[src/rtl/mul8_pp_issue.sv]
`default_nettype none
// ============================================================================
//  Module      : mul8_pp_issue
//  Description : Operand-issue and partial-product generation stage for an
//                8x8 unsigned multiplier. A 2-entry operand FIFO feeds an
//                output register that presents the 64 AND-array bits as 15
//                column buses. Valid/ready on both sides, and a counter of
//                completed output handshakes.
//  Revision    : 1.0 - initial release
// ============================================================================
module mul8_pp_issue #(
    parameter int TAG_W = 4,
    parameter int CNT_W = 16
) (
    input  logic             clk,
    input  logic             rst_n,
    input  logic             flush,
    input  logic             in_valid,
    output logic             in_ready,
    input  logic [7:0]       in_a,
    input  logic [7:0]       in_b,
    input  logic [TAG_W-1:0] in_tag,
    output logic             pp_valid,
    input  logic             pp_ready,
    output logic             pp_col0,
    output logic [1:0]       pp_col1,
    output logic [2:0]       pp_col2,
    output logic [3:0]       pp_col3,
    output logic [4:0]       pp_col4,
    output logic [5:0]       pp_col5,
    output logic [6:0]       pp_col6,
    output logic [7:0]       pp_col7,
    output logic [6:0]       pp_col8,
    output logic [5:0]       pp_col9,
    output logic [4:0]       pp_col10,
    output logic [3:0]       pp_col11,
    output logic [2:0]       pp_col12,
    output logic [1:0]       pp_col13,
    output logic             pp_col14,
    output logic [TAG_W-1:0] pp_tag,
    output logic [CNT_W-1:0] op_count
);

    // FIFO occupancy state
    typedef enum logic [1:0] {
        S_EMPTY = 2'd0,
        S_ONE   = 2'd1,
        S_TWO   = 2'd2
    } fifo_state_t;

    // Bit offset of column c inside the flat 64-bit partial-product vector.
    // Columns 0..7 grow by one bit each, columns 8..14 shrink by one.
    function automatic int col_off(input int c);
        int s;
        s = 0;
        for (int j = 0; j < c; j++) begin
            s += (j < 8) ? (j + 1) : (15 - j);
        end
        return s;
    endfunction

    fifo_state_t      state_q, state_d;
    logic [7:0]       fa_q [2];
    logic [7:0]       fb_q [2];
    logic [TAG_W-1:0] ft_q [2];
    logic [7:0]       fa_d [2];
    logic [7:0]       fb_d [2];
    logic [TAG_W-1:0] ft_d [2];

    logic             pp_valid_q, pp_valid_d;
    logic [63:0]      pp_q;
    logic [TAG_W-1:0] tag_q;
    logic [CNT_W-1:0] cnt_q;
    logic             ready_en_q;

    logic             w_in_hs;
    logic             w_out_hs;
    logic             w_free;
    logic             w_pop;
    logic             w_bypass;
    logic             w_push;
    logic             w_load;
    logic [7:0]       w_ld_a;
    logic [7:0]       w_ld_b;
    logic [TAG_W-1:0] w_ld_tag;
    logic [63:0]      w_pp;

    // in_ready is held low until the first clock edge out of reset
    assign in_ready = ready_en_q && (state_q != S_TWO) && !flush;

    assign w_in_hs  = in_valid && in_ready;
    assign w_out_hs = pp_valid_q && pp_ready;
    assign w_free   = !pp_valid_q || pp_ready;
    // Queued entries always go first; only an empty FIFO may be bypassed
    assign w_pop    = w_free && (state_q != S_EMPTY);
    assign w_bypass = w_free && (state_q == S_EMPTY) && w_in_hs;
    assign w_push   = w_in_hs && !w_bypass;
    assign w_load   = w_pop || w_bypass;

    assign w_ld_a   = w_pop ? fa_q[0] : in_a;
    assign w_ld_b   = w_pop ? fb_q[0] : in_b;
    assign w_ld_tag = w_pop ? ft_q[0] : in_tag;

    // AND array laid out column by column, lowest a-index first in each column
    generate
        for (genvar c = 0; c < 15; c++) begin : g_col
            localparam int LO = (c > 7) ? (c - 7) : 0;
            localparam int HI = (c < 7) ? c : 7;
            for (genvar i = LO; i <= HI; i++) begin : g_bit
                assign w_pp[col_off(c) + i - LO] = w_ld_a[i] & w_ld_b[c - i];
            end
        end
    endgenerate

    // Occupancy next state; a push and pop together leave the count unchanged
    always_comb begin
        state_d = state_q;
        if (flush) begin
            state_d = S_EMPTY;
        end else if (w_push && !w_pop) begin
            case (state_q)
                S_EMPTY: state_d = S_ONE;
                S_ONE:   state_d = S_TWO;
                default: state_d = state_q;
            endcase
        end else if (w_pop && !w_push) begin
            case (state_q)
                S_TWO:   state_d = S_ONE;
                S_ONE:   state_d = S_EMPTY;
                default: state_d = state_q;
            endcase
        end
    end

    // FIFO storage: pop shifts slot 1 to the head, push writes the first free slot
    always_comb begin
        fa_d = fa_q;
        fb_d = fb_q;
        ft_d = ft_q;
        if (w_pop) begin
            fa_d[0] = fa_q[1];
            fb_d[0] = fb_q[1];
            ft_d[0] = ft_q[1];
        end
        if (w_push) begin
            if ((state_q == S_ONE) && !w_pop) begin
                fa_d[1] = in_a;
                fb_d[1] = in_b;
                ft_d[1] = in_tag;
            end else begin
                fa_d[0] = in_a;
                fb_d[0] = in_b;
                ft_d[0] = in_tag;
            end
        end
    end

    // Output-register valid: cleared by flush, set on load, dropped when drained
    always_comb begin
        pp_valid_d = pp_valid_q;
        if (flush) begin
            pp_valid_d = 1'b0;
        end else if (w_load) begin
            pp_valid_d = 1'b1;
        end else if (w_free) begin
            pp_valid_d = 1'b0;
        end
    end

    // State, FIFO and ready-enable registers
    always_ff @(posedge clk or negedge rst_n) begin
        if (!rst_n) begin
            state_q    <= S_EMPTY;
            ready_en_q <= 1'b0;
            for (int k = 0; k < 2; k++) begin
                fa_q[k] <= '0;
                fb_q[k] <= '0;
                ft_q[k] <= '0;
            end
        end else begin
            state_q    <= state_d;
            ready_en_q <= 1'b1;
            fa_q       <= fa_d;
            fb_q       <= fb_d;
            ft_q       <= ft_d;
        end
    end

    // Output register: column bits and tag only change on a load
    always_ff @(posedge clk or negedge rst_n) begin
        if (!rst_n) begin
            pp_valid_q <= 1'b0;
            pp_q       <= '0;
            tag_q      <= '0;
        end else begin
            pp_valid_q <= pp_valid_d;
            if (w_load) begin
                pp_q  <= w_pp;
                tag_q <= w_ld_tag;
            end
        end
    end

    // Completed-issue counter; flush does not affect it
    always_ff @(posedge clk or negedge rst_n) begin
        if (!rst_n) begin
            cnt_q <= '0;
        end else if (w_out_hs) begin
            cnt_q <= cnt_q + CNT_W'(1);
        end
    end

    assign pp_valid = pp_valid_q;
    assign pp_tag   = tag_q;
    assign op_count = cnt_q;

    assign pp_col0  = pp_q[0];
    assign pp_col1  = pp_q[2:1];
    assign pp_col2  = pp_q[5:3];
    assign pp_col3  = pp_q[9:6];
    assign pp_col4  = pp_q[14:10];
    assign pp_col5  = pp_q[20:15];
    assign pp_col6  = pp_q[27:21];
    assign pp_col7  = pp_q[35:28];
    assign pp_col8  = pp_q[42:36];
    assign pp_col9  = pp_q[48:43];
    assign pp_col10 = pp_q[53:49];
    assign pp_col11 = pp_q[57:54];
    assign pp_col12 = pp_q[60:58];
    assign pp_col13 = pp_q[62:61];
    assign pp_col14 = pp_q[63];

endmodule
`default_nettype wire

[config.mk]
export PLATFORM = sky130hd
export DESIGN_NAME = mul8_pp_issue
export DESIGN_NICKNAME = d
export VERILOG_FILES = /design/src/rtl/mul8_pp_issue.sv
export SDC_FILE = /design/constraint.sdc
export NUM_CORES = 1
export LEC_CHECK = 0
export ABC_AREA = 1
export CORE_UTILIZATION = 53
export CTS_BUF_LIST = sky130_fd_sc_hd__clkbuf_4 sky130_fd_sc_hd__clkbuf_8 sky130_fd_sc_hd__clkbuf_16
export DETAILED_ROUTE_END_ITERATION = 8
export PLACE_DENSITY = 0.79
export SYNTH_ARGS = -nofsm -noshare
export SYNTH_HDL_FRONTEND = slang
export SYNTH_SLANG_ARGS = --single-unit
export TNS_END_PERCENT = 20
[constraint.sdc]
create_clock -name clk -period 1.8 [get_ports clk]
set_input_delay 0.36 -clock clk [delete_from_list [all_inputs] [get_ports clk]]
set_output_delay 0.36 -clock clk [all_outputs]
set_load 0.005 [all_outputs]
==> reports/results.txt, run 1 <==
The relative area change from synthesis to final layout came out at 38.36%. The clock reaches the later pin of the worst-skew pair after 0.42 ns. In this run, distinct cell masters in the synthesized netlist total 29.

The die is 108.5 um wide. For this run, the post-layout net count is 935. The cell family contributing the most delay on the critical path was buffers and inverters. For the total number of placement rows, the log shows 38. The count of cells along the worst register-to-register path was 10. The run gives 8313 sq um as the summed area of non-filler cells in the final layout.

Yosys attributes the largest share of cell area to sky130_fd_sc_hd__dfrtp_1, sky130_fd_sc_hd__nand2_1, sky130_fd_sc_hd__inv_1, sky130_fd_sc_hd__o21ai_1, sky130_fd_sc_hd__nor2_1. For the number of endpoints with negative hold slack in the final report, the log shows 0. The run finished with clean final reports. The number of remaining DRC errors was 0; the average detailed-routed wire length per instance was 14.53 um. The tools report the synthesized instance count as 751. STA classifies the critical path startpoint as a flip-flop. The kind of critical path is flip-flop to flip-flop. Detailed placement ended at an HPWL of 10.06 mm. Timing would allow up to 0.5773 GHz. The Yosys step of the flow raised 0 warnings. The register bit total from synthesis works out to 128.

The number of nets in the synthesized netlist is 777. The total track usage is 27.37%, and the cell total after placement is 1022. The antenna cell count is 0, and the maximum net fanout on the critical path is 13. The routability congestion estimate was 0.8324. TritonCTS built the clock tree.

In this run the critical register-to-register path is captured at pp_q[41]. The die covers 11770 sq um. Summed over all layers, the routed wires come to 15.43 mm. In the finished design, the share of the clock period the worst path needs comes to 96.24%. Data on the critical path arrives at its endpoint at 2.06 ns. The final clock skew came out at 0.007956 ns. The highest metal layer with signal wires is met4. The run gives 453 as the DRC violation total after the first TritonRoute iteration. Maximum single-stage delay on the critical path: 0.43 ns. The largest individual stage delay along the critical path comes from the cell sky130_fd_sc_hd__dfrtp_2.

The path with the worst hold slack has its endpoint at ft_q[3]. In this run the static leakage power is 4.006 nW. The logs give 7.577 mm for the amount of wire on met2 after detailed routing and 74 for the pin count of the biggest net entering global routing. Across the VDD grid, the largest voltage drop is 706.0 uV. The first-pass GRT wire length is 24.63 mm. In this run the critical register-to-register path is launched from state_q[1]. The aggregate global routing overflow was 0. STA classifies the critical path endpoint as a flip-flop. The synthesized design devotes to its leading area cell type 53.31% of total area. The run gives 9 as the number of search-and-repair iterations in the first detailed-routing pass. In this run the count of I/O pins placed on the die edge is 111. Once the floorplan was initialized, standard cells occupied 54.94% of the core. The worst hold path begins at ft_q[3]. In the detailed route, the total length drawn on met3 is 928 um.

Data on the critical path is required at its endpoint by 2.13 ns. The depth of the worst hold-timing path works out to 2. The critical path goes through buf_4 -> o21ai_4 -> buf_12 -> buf_12 -> clkbuf_16 -> o21ai_2 -> buf_4 -> nor2_1 -> nand2_1 -> o21ai_0.

The tools report the power after layout as 13.09 mW. Together, buffers and inverters on the worst path number 5. The tree is rooted in a sky130_fd_sc_hd__clkbuf_16. The logs give 1062 for the final cell count without fillers and 0 for the count of final setup violators. In this run, CTS created clock tree buffers numbering 17. The post-synthesis sequential area ratio is 53.31%, and the number of H-tree branching levels is 4. The post-synthesis instance area came out at 6008 sq um. The average cell area after synthesis was 8.000 sq um.

sky130_fd_sc_hd__dfrtp_1 takes more of the synthesized area than any other cell. Cells with a size suffix above 1 make up 13.12% of the layout. After clock tree synthesis, the clock-pin slew on the worst setup and hold paths is 0.06 ns. The number of global-route vias before repair was 5276. After filler insertion, the fill cell instance count of the layout stands at 726. Once detail routing completed, the nets flagged for antenna violations numbered 0.

The detailed-route via count is 5493. Power per unit of standard cell area: 1574 nW/um^2. In this run the register-to-register setup slack is 0.07 ns.

The count of port buffers added during placement is 110. For the number of antenna violations at the first check in global routing, the log shows 0. Buffer levels on the longest clock path: 2. The via count normalized by instance count was 5.172; the placed cell area was 7641 sq um. The classification of the worst-slack hold path was flip-flop to flip-flop.

The logs give 10940 sq um for the area of the placeable core and 6.481 mm for the length of routed wiring on met1. From bottom edge to top edge, the die measures 108.5 um. The final critical-path required period was 1.732 ns; the total number of clock tree sinks was 128.

At the end of the flow the core is filled with cells to 76.02%. Max-cap violations in this run came to 0. The number of slew-limit violations in the final report is 0.
worst reg2reg max path: stages (launching register included):
cell and delay [ns]:
sky130_fd_sc_hd__dfrtp_2 0.43, sky130_fd_sc_hd__buf_4 0.17, sky130_fd_sc_hd__o21ai_4 0.15, sky130_fd_sc_hd__buf_12 0.14, sky130_fd_sc_hd__buf_12 0.10, sky130_fd_sc_hd__clkbuf_16 0.15
sky130_fd_sc_hd__o21ai_2 0.06, sky130_fd_sc_hd__buf_4 0.17, sky130_fd_sc_hd__nor2_1 0.12, sky130_fd_sc_hd__nand2_1 0.07, sky130_fd_sc_hd__o21ai_0 0.08
registers in the layout (all words and copies together) (netlist names):
name / cells
op_count: 16
ft_q: 8
ready_en_q: 1
state_q: 2
pp_valid: 1
fb_q: 16
pp_q: 64
fa_q: 16
pp_tag: 4
where the power goes:
group | switching [mW] | internal (mW)
Combinational | 2.84 | 2.80
Sequential | 0.581 | 3.75
Clock | 1.24 | 1.88
Total | 4.66 | 8.43
cell type report:
| type | count | area, sq um | area share, % |
|---|---|---|---|
| clock buffers | 23 | 483.0 | 5.810 |
| clock inverters | 9 | 61.31 | 0.7375 |
| inverters | 106 | 397.9 | 4.786 |
| multi-input cells | 486 | 2233 | 26.87 |
| flip-flops and latches | 128 | 3206 | 38.56 |
| well taps | 140 | 175.2 | 2.107 |
| repair buffers | 170 | 1757 | 21.13 |
cell families (layout without fill, tap and decap cells):
| family | after synthesis | in the layout | synth area share [%] |
|---|---|---|---|
| AO/OA/AOI/OAI | 135 | 135 | 12.72 |
| AND/OR/NAND/NOR | 338 | 338 | 22.12 |
| flip-flops | 128 | 128 | 53.31 |
| buffers and inverters | 137 | 308 | 9.975 |
| XOR/XNOR | 11 | 11 | 1.604 |
| adder cells (fa/ha/maj) | 1 | 1 | 0.2082 |
| other | 1 | 1 | 0.06241 |
synthesized netlist by cell type (all sizes together):
| master | instances |
|---|---|
| o21a | 4 |
| nand3b | 1 |
| nor3 | 2 |
| a21oi | 6 |
| xor2 | 8 |
| nand2 | 237 |
| clkbuf | 1 |
| dfrtp | 128 |
| nor2 | 86 |
| buf | 30 |
| nand4 | 4 |
| ha | 1 |
| conb | 1 |
| xnor2 | 3 |
| o21ai | 125 |
| nand3 | 7 |
| and2 | 1 |
| inv | 106 |
cells in the final DEF (no fill, tap or decap), types with 2 or more instances in the layout:
cell and count:
sky130_fd_sc_hd__nand2_1 234, sky130_fd_sc_hd__dfrtp_1 126, sky130_fd_sc_hd__clkdlybuf4s50_1 108, sky130_fd_sc_hd__inv_1 105, sky130_fd_sc_hd__nor2_1 84, sky130_fd_sc_hd__o21ai_1 71
sky130_fd_sc_hd__buf_4 42, sky130_fd_sc_hd__o21ai_0 37, sky130_fd_sc_hd__clkbuf_16 18, sky130_fd_sc_hd__buf_12 15, sky130_fd_sc_hd__o21ai_2 14, sky130_fd_sc_hd__xor2_1 8
sky130_fd_sc_hd__nand3_1 7, sky130_fd_sc_hd__clkinvlp_4 5, sky130_fd_sc_hd__o21a_1 4, sky130_fd_sc_hd__a21oi_1 4, sky130_fd_sc_hd__clkbuf_4 4, sky130_fd_sc_hd__o21ai_4 3
sky130_fd_sc_hd__nand4_1 3, sky130_fd_sc_hd__xnor2_1 3, sky130_fd_sc_hd__clkinv_2 3, sky130_fd_sc_hd__nand2_2 2, sky130_fd_sc_hd__nor2_2 2, sky130_fd_sc_hd__clkbuf_8 2
sky130_fd_sc_hd__dfrtp_2 2
how the worst max path moves through the flow:
| stage | slack, ns | depth (start not counted) | start | to |
|---|---|---|---|---|
| after floorplan | 0.35 | 10 | op_count[1] | op_count[12] |
| after global placement | -0.19 | 11 | pp_ready | pp_q[7] |
| after detailed placement | -0.20 | 11 | pp_ready | pp_q[41] |
| after CTS | 0.008 | 9 | state_q[1] | pp_q[41] |
| after global routing | -0.009 | 10 | state_q[1] | pp_q[46] |
| final | 0.07 | 10 | state_q[1] | pp_q[41] |
routing by layer:
metal  GRT usage [%]  vias up
met1           34.74     2599
met5               0        -
met3           5.666       44
met2           45.43      227
li1                -     2623
met4           11.58        0
stage by stage:
step	TNS, ns	setup WS [ns]	hold WS (ns)
2_1_floorplan	0	0.3514	0.06441
3_3_place_gp	-9.728	-0.1893	0.3864
3_5_place_dp	-11.66	-0.1965	0.3902
4_1_cts	0	0.007895	0.4931
5_1_grt	-0.01087	-0.008786	0.5252
6_report	0	0.06766	0.4896
what timing repair did:
item                                    in CTS  in global routing
endpoints found under the setup margin       1                 64
hold buffers                                 1                  0
gates cloned                                 0                  1
setup buffers                                2                  4
pin swaps                                    0                  1
gates resized for setup                      4                  4
endpoints found under the hold margin       59                  0
(Power assumes the default switching activity.)
==> run 2: changes to the inputs <==
==> constraint.sdc (replaced) <==
create_clock -name clk -period 1.8 [get_ports clk]
set_input_delay 0.36 -clock clk [delete_from_list [all_inputs] [get_ports clk]]
set_output_delay 0.36 -clock clk [all_outputs]
set_load 0.01 [all_outputs]
==> reports/results.txt, run 2 (synthesis results as in run 1) <==
The run finished with clean final reports. The initial utilization of the core area, before any placement, comes to 54.94%. In this run the remaining antenna-violating nets after routing total 0.

The most common cell after layout, fill and taps aside was sky130_fd_sc_hd__nand2_1. The final critical-path required period was 1.756 ns. The tools report the total number of clock tree sinks as 128. The via count normalized by instance count was 5.191; the antenna cell count was 0. The run gives 37.51% as the global-route met1 utilization. For the number of search-and-repair iterations in the first detailed-routing pass, the log shows 5.

For the layout net count, the log shows 933. The first global-routing pass estimated 25.72 mm of wire. In this run the worst path has a maximum fanout of 5. The endpoint identified for the worst register-to-register timing path is pp_q[34]. Global routing used 28.58% of the available tracks.

After clock tree synthesis, the clock-pin slew on the worst setup and hold paths is 0.06 ns. Counting along the longest clock path gives a buffer depth of 2. The cell sitting at the root of the clock tree is a sky130_fd_sc_hd__clkbuf_16. The layout has 734 filler cells. Row generation in the floorplan step produced 38 rows.

TritonCTS built the clock tree. IR analysis of the VDD net gives a maximum drop of 810.5 uV. Setup repair after global routing left no endpoint under its margin.

The endpoint arrival time on the critical path is 1.40 ns, and the number of endpoints with negative hold slack in the final report is 0. The run gives 0 as the aggregate global routing overflow. Based on the critical path, the design can be clocked at up to 0.5696 GHz. In the final routed layout, each cell accounts on average for 14.80 um.

The kind of start point of the critical path was a flip-flop. After routing, the total negative slack on setup checks comes to 0 ns. STA classifies the critical path endpoint as an output pin. At the end of the flow the core is filled with cells to 76.29%. The worst register-to-register path has a setup slack of 0.06 ns.

After layout, the worst path uses 97.54% of the clock period. The number of antenna violations at the first check in global routing is 0. In this run the power density over the cells is 1654 nW/um^2. The die outline width is 108.5 um, and the number of remaining DRC errors is 0.

The run gives 17 as the clock buffer count from CTS. Clock latency on the worst-skew pair, taken at its later pin, is 0.41 ns. The relative area change from synthesis to final layout was 38.86%; the vertical extent of the die was 108.5 um. The tool flagged a number of max-cap violations equal to 0. The number of flip-flops under the largest register name works out to 64.

For the worst flop-to-flop path, the logic depth is 10. The met2 demand-to-capacity share in global routing came out at 46.56%. pp_q holds more flip-flops than any other register.

Summed over all layers, the routed wires come to 15.69 mm. The logs give 0 for the number of slew-limit violations in the final report and 0.007298 ns for the final clock skew. Data on the critical path is required at its endpoint by 1.44 ns.

The library cells used most frequently in the layout, excluding fill and tap cells, are sky130_fd_sc_hd__nand2_1, sky130_fd_sc_hd__dfrtp_1, sky130_fd_sc_hd__inv_1, sky130_fd_sc_hd__clkdlybuf4s50_1, sky130_fd_sc_hd__nor2_1. The number of H-tree branching levels was 4. The tools report the detailed-route via count as 5502. met2 is the most crowded layer. The first routing iteration left 385 violations. The critical path in this run is classified as flip-flop to output pin. The count of buffers added on input and output ports is 110. In this run the critical register-to-register path is launched from state_q[0]. 111 I/O pins were placed.

The logs give 5375 for the number of global-route vias before repair and 11770 sq um for the area of the die. The buffering stage count on the worst path with inverters included was 1. Traced cell by cell, the critical path runs through clkdlybuf4s50_1. The core region is 10940 sq um. Entering global routing, the biggest net connects 42 pins. The wire-length estimate of the detail-placed layout is 10.56 mm. The classification of the worst-slack hold path is input port to asynchronous set/reset pin.

For the leakage dissipation, the log shows 4.076 nW. Cell family contributing the most delay on the critical path: buffers and inverters. For met3 alone, demand over resource in global routing was 5.063%. On the worst path, the slowest cell contributes a delay of 0.56 ns. In the final layout, the share of cells above drive strength 1 is 13.15%.

The largest individual stage delay along the critical path comes from the cell sky130_fd_sc_hd__clkdlybuf4s50_1. The run gives 0 as the count of final setup violators. The congestion estimate from routability-driven global placement came to 0.8540.
run 2: changes by cell type in the layout (fill, tap and decap cells not counted), moves of 3 or more:
| cell | before | now |
|---|---|---|
| sky130_fd_sc_hd__buf_12 | 15 | 12 |
| sky130_fd_sc_hd__clkdlybuf4s50_1 | 108 | 105 |
| sky130_fd_sc_hd__clkbuf_4 | 4 | 1 |
| sky130_fd_sc_hd__dlymetal6s2s_1 | 0 | 3 |
| sky130_fd_sc_hd__buf_4 | 42 | 45 |
| sky130_fd_sc_hd__bufinv_16 | 0 | 4 |
run 2: through the flow:
step | cell area [sq um] | hold slack (ns) | worst slack, ns | power, mW | cells
4_1_cts | 8294 | 0.4541 | 0.01770 | 13.70 | 1058
6_report | 8343 | 0.4473 | 0.04432 | 13.80 | 1060
3_3_place_gp | 7609 | 0.3440 | -0.1826 | 9.669 | 1021
3_5_place_dp | 7609 | 0.3519 | -0.2092 | 9.851 | 1021
2_1_floorplan | 6008 | 0.06441 | 0.3079 | 7.163 | 751
5_1_grt | 8343 | 0.4983 | 0.002620 | 14.58 | 1060
run 2: where the power goes:
part	total, mW	switching, mW	leakage, nW	internal [mW]
Combinational	5.76	3.05	2.07	2.71
Sequential	4.34	0.588	1.70	3.75
Clock	3.69	1.28	0.306	2.41
run 2: repair_timing:
item,CTS,global route
setup endpoints to repair,1,30
gates cloned,0,1
hold buffers,1,0
pin swaps,0,1
resized for setup,4,5
hold endpoints to repair,29,0
setup buffers,4,1
run 2: how the worst max path moves through the flow:
stage	start	to	slack (ns)	depth (start not counted)
floorplan	op_count[1]	op_count[12]	0.31	10
global placement	pp_ready	pp_q[1]	-0.18	11
detailed placement	pp_ready	pp_q[33]	-0.21	11
CTS	state_q[1]	in_ready	0.02	4
global route	op_count[11]	op_count[11]	0.003	1
finish	op_count[11]	op_count[11]	0.04	1
run 2: layout make-up:
cell class	count	area (sq um)	share of cell area, %
Tap cell	140	175.2	2.100
Clock inverter	12	182.7	2.190
Clock buffer	20	460.4	5.519
Inverter	106	397.9	4.769
Multi-Input combinational cell	486	2213	26.53
Sequential cell	128	3207	38.44
Timing Repair Buffer	168	1707	20.46
run 2: metal layers:
metal,up-vias,wire (um)
met2,222,7834
met3,44,840
li1,2628,-
met1,2608,6631
met5,-,0
met4,0,385
==> run 3: changes to the inputs <==
--- a/config.mk
+++ b/config.mk
@@ -6,10 +6,10 @@
 export NUM_CORES = 1
 export LEC_CHECK = 0
 export ABC_AREA = 1
-export CORE_UTILIZATION = 53
+export CORE_UTILIZATION = 40
 export CTS_BUF_LIST = sky130_fd_sc_hd__clkbuf_4 sky130_fd_sc_hd__clkbuf_8 sky130_fd_sc_hd__clkbuf_16
 export DETAILED_ROUTE_END_ITERATION = 8
-export PLACE_DENSITY = 0.79
+export PLACE_DENSITY = 0.62
 export SYNTH_ARGS = -nofsm -noshare
 export SYNTH_HDL_FRONTEND = slang
 export SYNTH_SLANG_ARGS = --single-unit
==> reports/results.txt, run 3 (synthesis results as in run 1) <==
The worst setup margin is 0.05696 ns. The number of global-route vias before repair is 5122, and the worst setup slack before clock tree synthesis is -0.1864 ns. For the number of remaining DRC errors, the log shows 0. The worst-case IR drop observed on VDD is 764.7 uV.

The tools report the first-pass GRT wire length as 24.60 mm. The tightest min-delay check is of the input port to asynchronous set/reset pin type. The critical path goes through clkdlybuf4s50_1. The half-perimeter wire length after detailed placement is 10.39 mm. The DRC violation total after the first TritonRoute iteration is 375, and the switching share of power is 34.49%. Summing all flip-flop and latch instances after layout gives 3209 sq um. The boundary pin count was 111. Number of antenna violations at the first check in global routing: 0. Of the total power, combinational logic draws 42.7%.

The count of port buffers added during placement works out to 110. Register with the most flip-flops: pp_q. The setup slack on the worst flop-to-flop path was 0.16 ns; the number of endpoints with negative hold slack in the final report was 0. The number of clock buffers added by TritonCTS is 17.

For the worst-skew pair, the clock arrives at the later sink with an insertion delay of 0.42 ns. Dividing the detail-routed via count by the number of cells gives 4.677. The most common cell after layout, fill and taps aside was sky130_fd_sc_hd__nand2_1.

Maximum net fanout on the critical path: 5. The upper clock frequency limit was 0.5737 GHz; the vertical extent of the die was 124.6 um. The run gives 55 as the pin count of the biggest net entering global routing. The logs give 14.51 mm for the aggregate routed wire length and 128 for the total number of clock tree sinks.

For the antenna cell count, the log shows 0. The logs give 15520 sq um for the area of the die and 44 for the total number of placement rows. Dividing the final minimum period by the clock period gives 96.84%. The logs give 0 for the aggregate global routing overflow and 19.89% for the total track usage. The setup path with the least slack is of type flip-flop to output pin. The number of search-and-repair iterations in the first detailed-routing pass is 5, and the power per unit of standard cell area is 1611 nW/um^2. The tools report the power after layout as 13.60 mW. In this run the horizontal extent of the chip is 124.6 um. On the critical path the largest part of the delay comes from buffers and inverters. After floorplanning, the core was sized to cover 14590 sq um. The buffering stage count on the worst path with inverters included works out to 1. Sequential cells account for 31.8% of the total power. The slowest stage of the critical path is the sky130_fd_sc_hd__clkdlybuf4s50_1 cell. The H-tree was split into 4 levels. The routability congestion estimate is 0.8067. In this run, the clock network consumes 25.5% of the power. The tools report the required time of the critical path as 1.44 ns. Fill cells in the final layout number 1273. The run finished with clean final reports. The layout cell share with drive strength beyond 1 was 13.64%.

Across all hold checks on the routed design, the worst slack comes to 0.4256 ns. Internal power comes to 8.911 mW. The count of final setup violators is 0. The buffer levels on the longest clock path came out at 2.

Max-cap violations in this run came to 0. The cell chosen for the clock root was sky130_fd_sc_hd__clkbuf_16. From synthesis to final layout, the design area changed by 40.50%. For this run, the slowest stage of the critical path takes 0.56 ns. Once detail routing completed, the nets flagged for antenna violations numbered 0. Summed over all nets, the switching power comes to 4.692 mW. The worst setup path is launched from a flip-flop. The leakage dissipation came out at 4.067 nW. The clock period could shrink to 1.743 ns.

Data on the critical path arrives at its endpoint at 1.38 ns. Once layout is complete, the utilization of the core stands at 57.86%. Adding up every negative setup slack in the final design gives 0 ns. The average detailed-routed wire length per instance works out to 13.10 um.

Leaving out fill and tap cells, the most frequent cells in the layout are sky130_fd_sc_hd__nand2_1, sky130_fd_sc_hd__dfrtp_1, sky130_fd_sc_hd__clkdlybuf4s50_1. Clock-pin slew was measured on the worst setup and hold paths at 0.05 ns. The detailed router placed 5182 vias in this run. The run gives 41.18% as the initial cell density of the core. TritonCTS built the clock tree.

Setup repair after global routing left no endpoint under its margin. The number of slew-limit violations in the final report came out at 0. The number of flip-flops under the largest register name is 64, and the area taken by multi-input logic gates is 2213 sq um. The tools report the final clock skew as 0.007326 ns. STA classifies the critical path endpoint as an output pin.

The layout net count came out at 937.
[run 3: cell count changes in the layout (fill, tap and decap cells not counted), sizes merged]
cell,before,now
clkdlybuf4s50,105,107
dlymetal6s2s,3,1
inv,107,106
dlygate4sd2,0,1
clkinvlp,3,0
clkbuf,22,27
bufinv,4,2
clkinv,4,3
buf,57,62
[run 3: repair_timing]
action,4_1_cts,5_1_grt
endpoints found under the setup margin,2,20
buffers inserted,2,2
endpoints found under the hold margin,27,0
resized for setup,4,4
hold buffers,1,0
pin swaps,0,1
[run 3: path summary, 6_finish.rpt]
kind                              start            to  cells after the start
setup / recovery           op_count[12]  op_count[12]                      1
hold / removal                    rst_n       ft_q[0]                      2
setup reg to reg             state_q[0]      pp_q[44]                     10
hold reg to reg                 fb_q[5]       fb_q[5]                      2
max in group asynchronous         rst_n      pp_q[42]                      3
min in group clk                fb_q[5]       fb_q[5]                      2
[run 3: metal layers]
layer,GRT usage (%),vias up,share of wire (%)
li1,-,2631,-
met3,3.780,16,3.7
met5,0,-,0
met2,32.21,111,48
met1,26.41,2424,47
met4,7.442,0,1.3
[run 3: power groups by stage]
stage	clock network, mW	logic (mW)	registers [mW]
global placement	0	5.65	4.35
finish	3.47	5.81	4.32
global route	3.68	6.40	4.42
CTS	3.55	5.79	4.33
floorplan	0	2.63	4.53
detailed placement	0	5.72	4.38
[run 3: per-stage QoR]
stage               instance area (sq um)  cells
floorplan                            6008    751
global placement                     7771   1071
detailed placement                   7771   1071
CTS                                  8406   1106
global route                         8442   1108
finish                               8442   1108
[run 3: area by class of cell]
| type | instances | share of cell area (%) |
|---|---|---|
| repair buffers | 172 | 21.14 |
| clock inverters | 5 | 0.8893 |
| clock buffers | 27 | 6.299 |
| well taps | 184 | 2.727 |
| flip-flops and latches | 128 | 38.02 |
| multi-input cells | 486 | 26.22 |
| inverters | 106 | 4.713 |
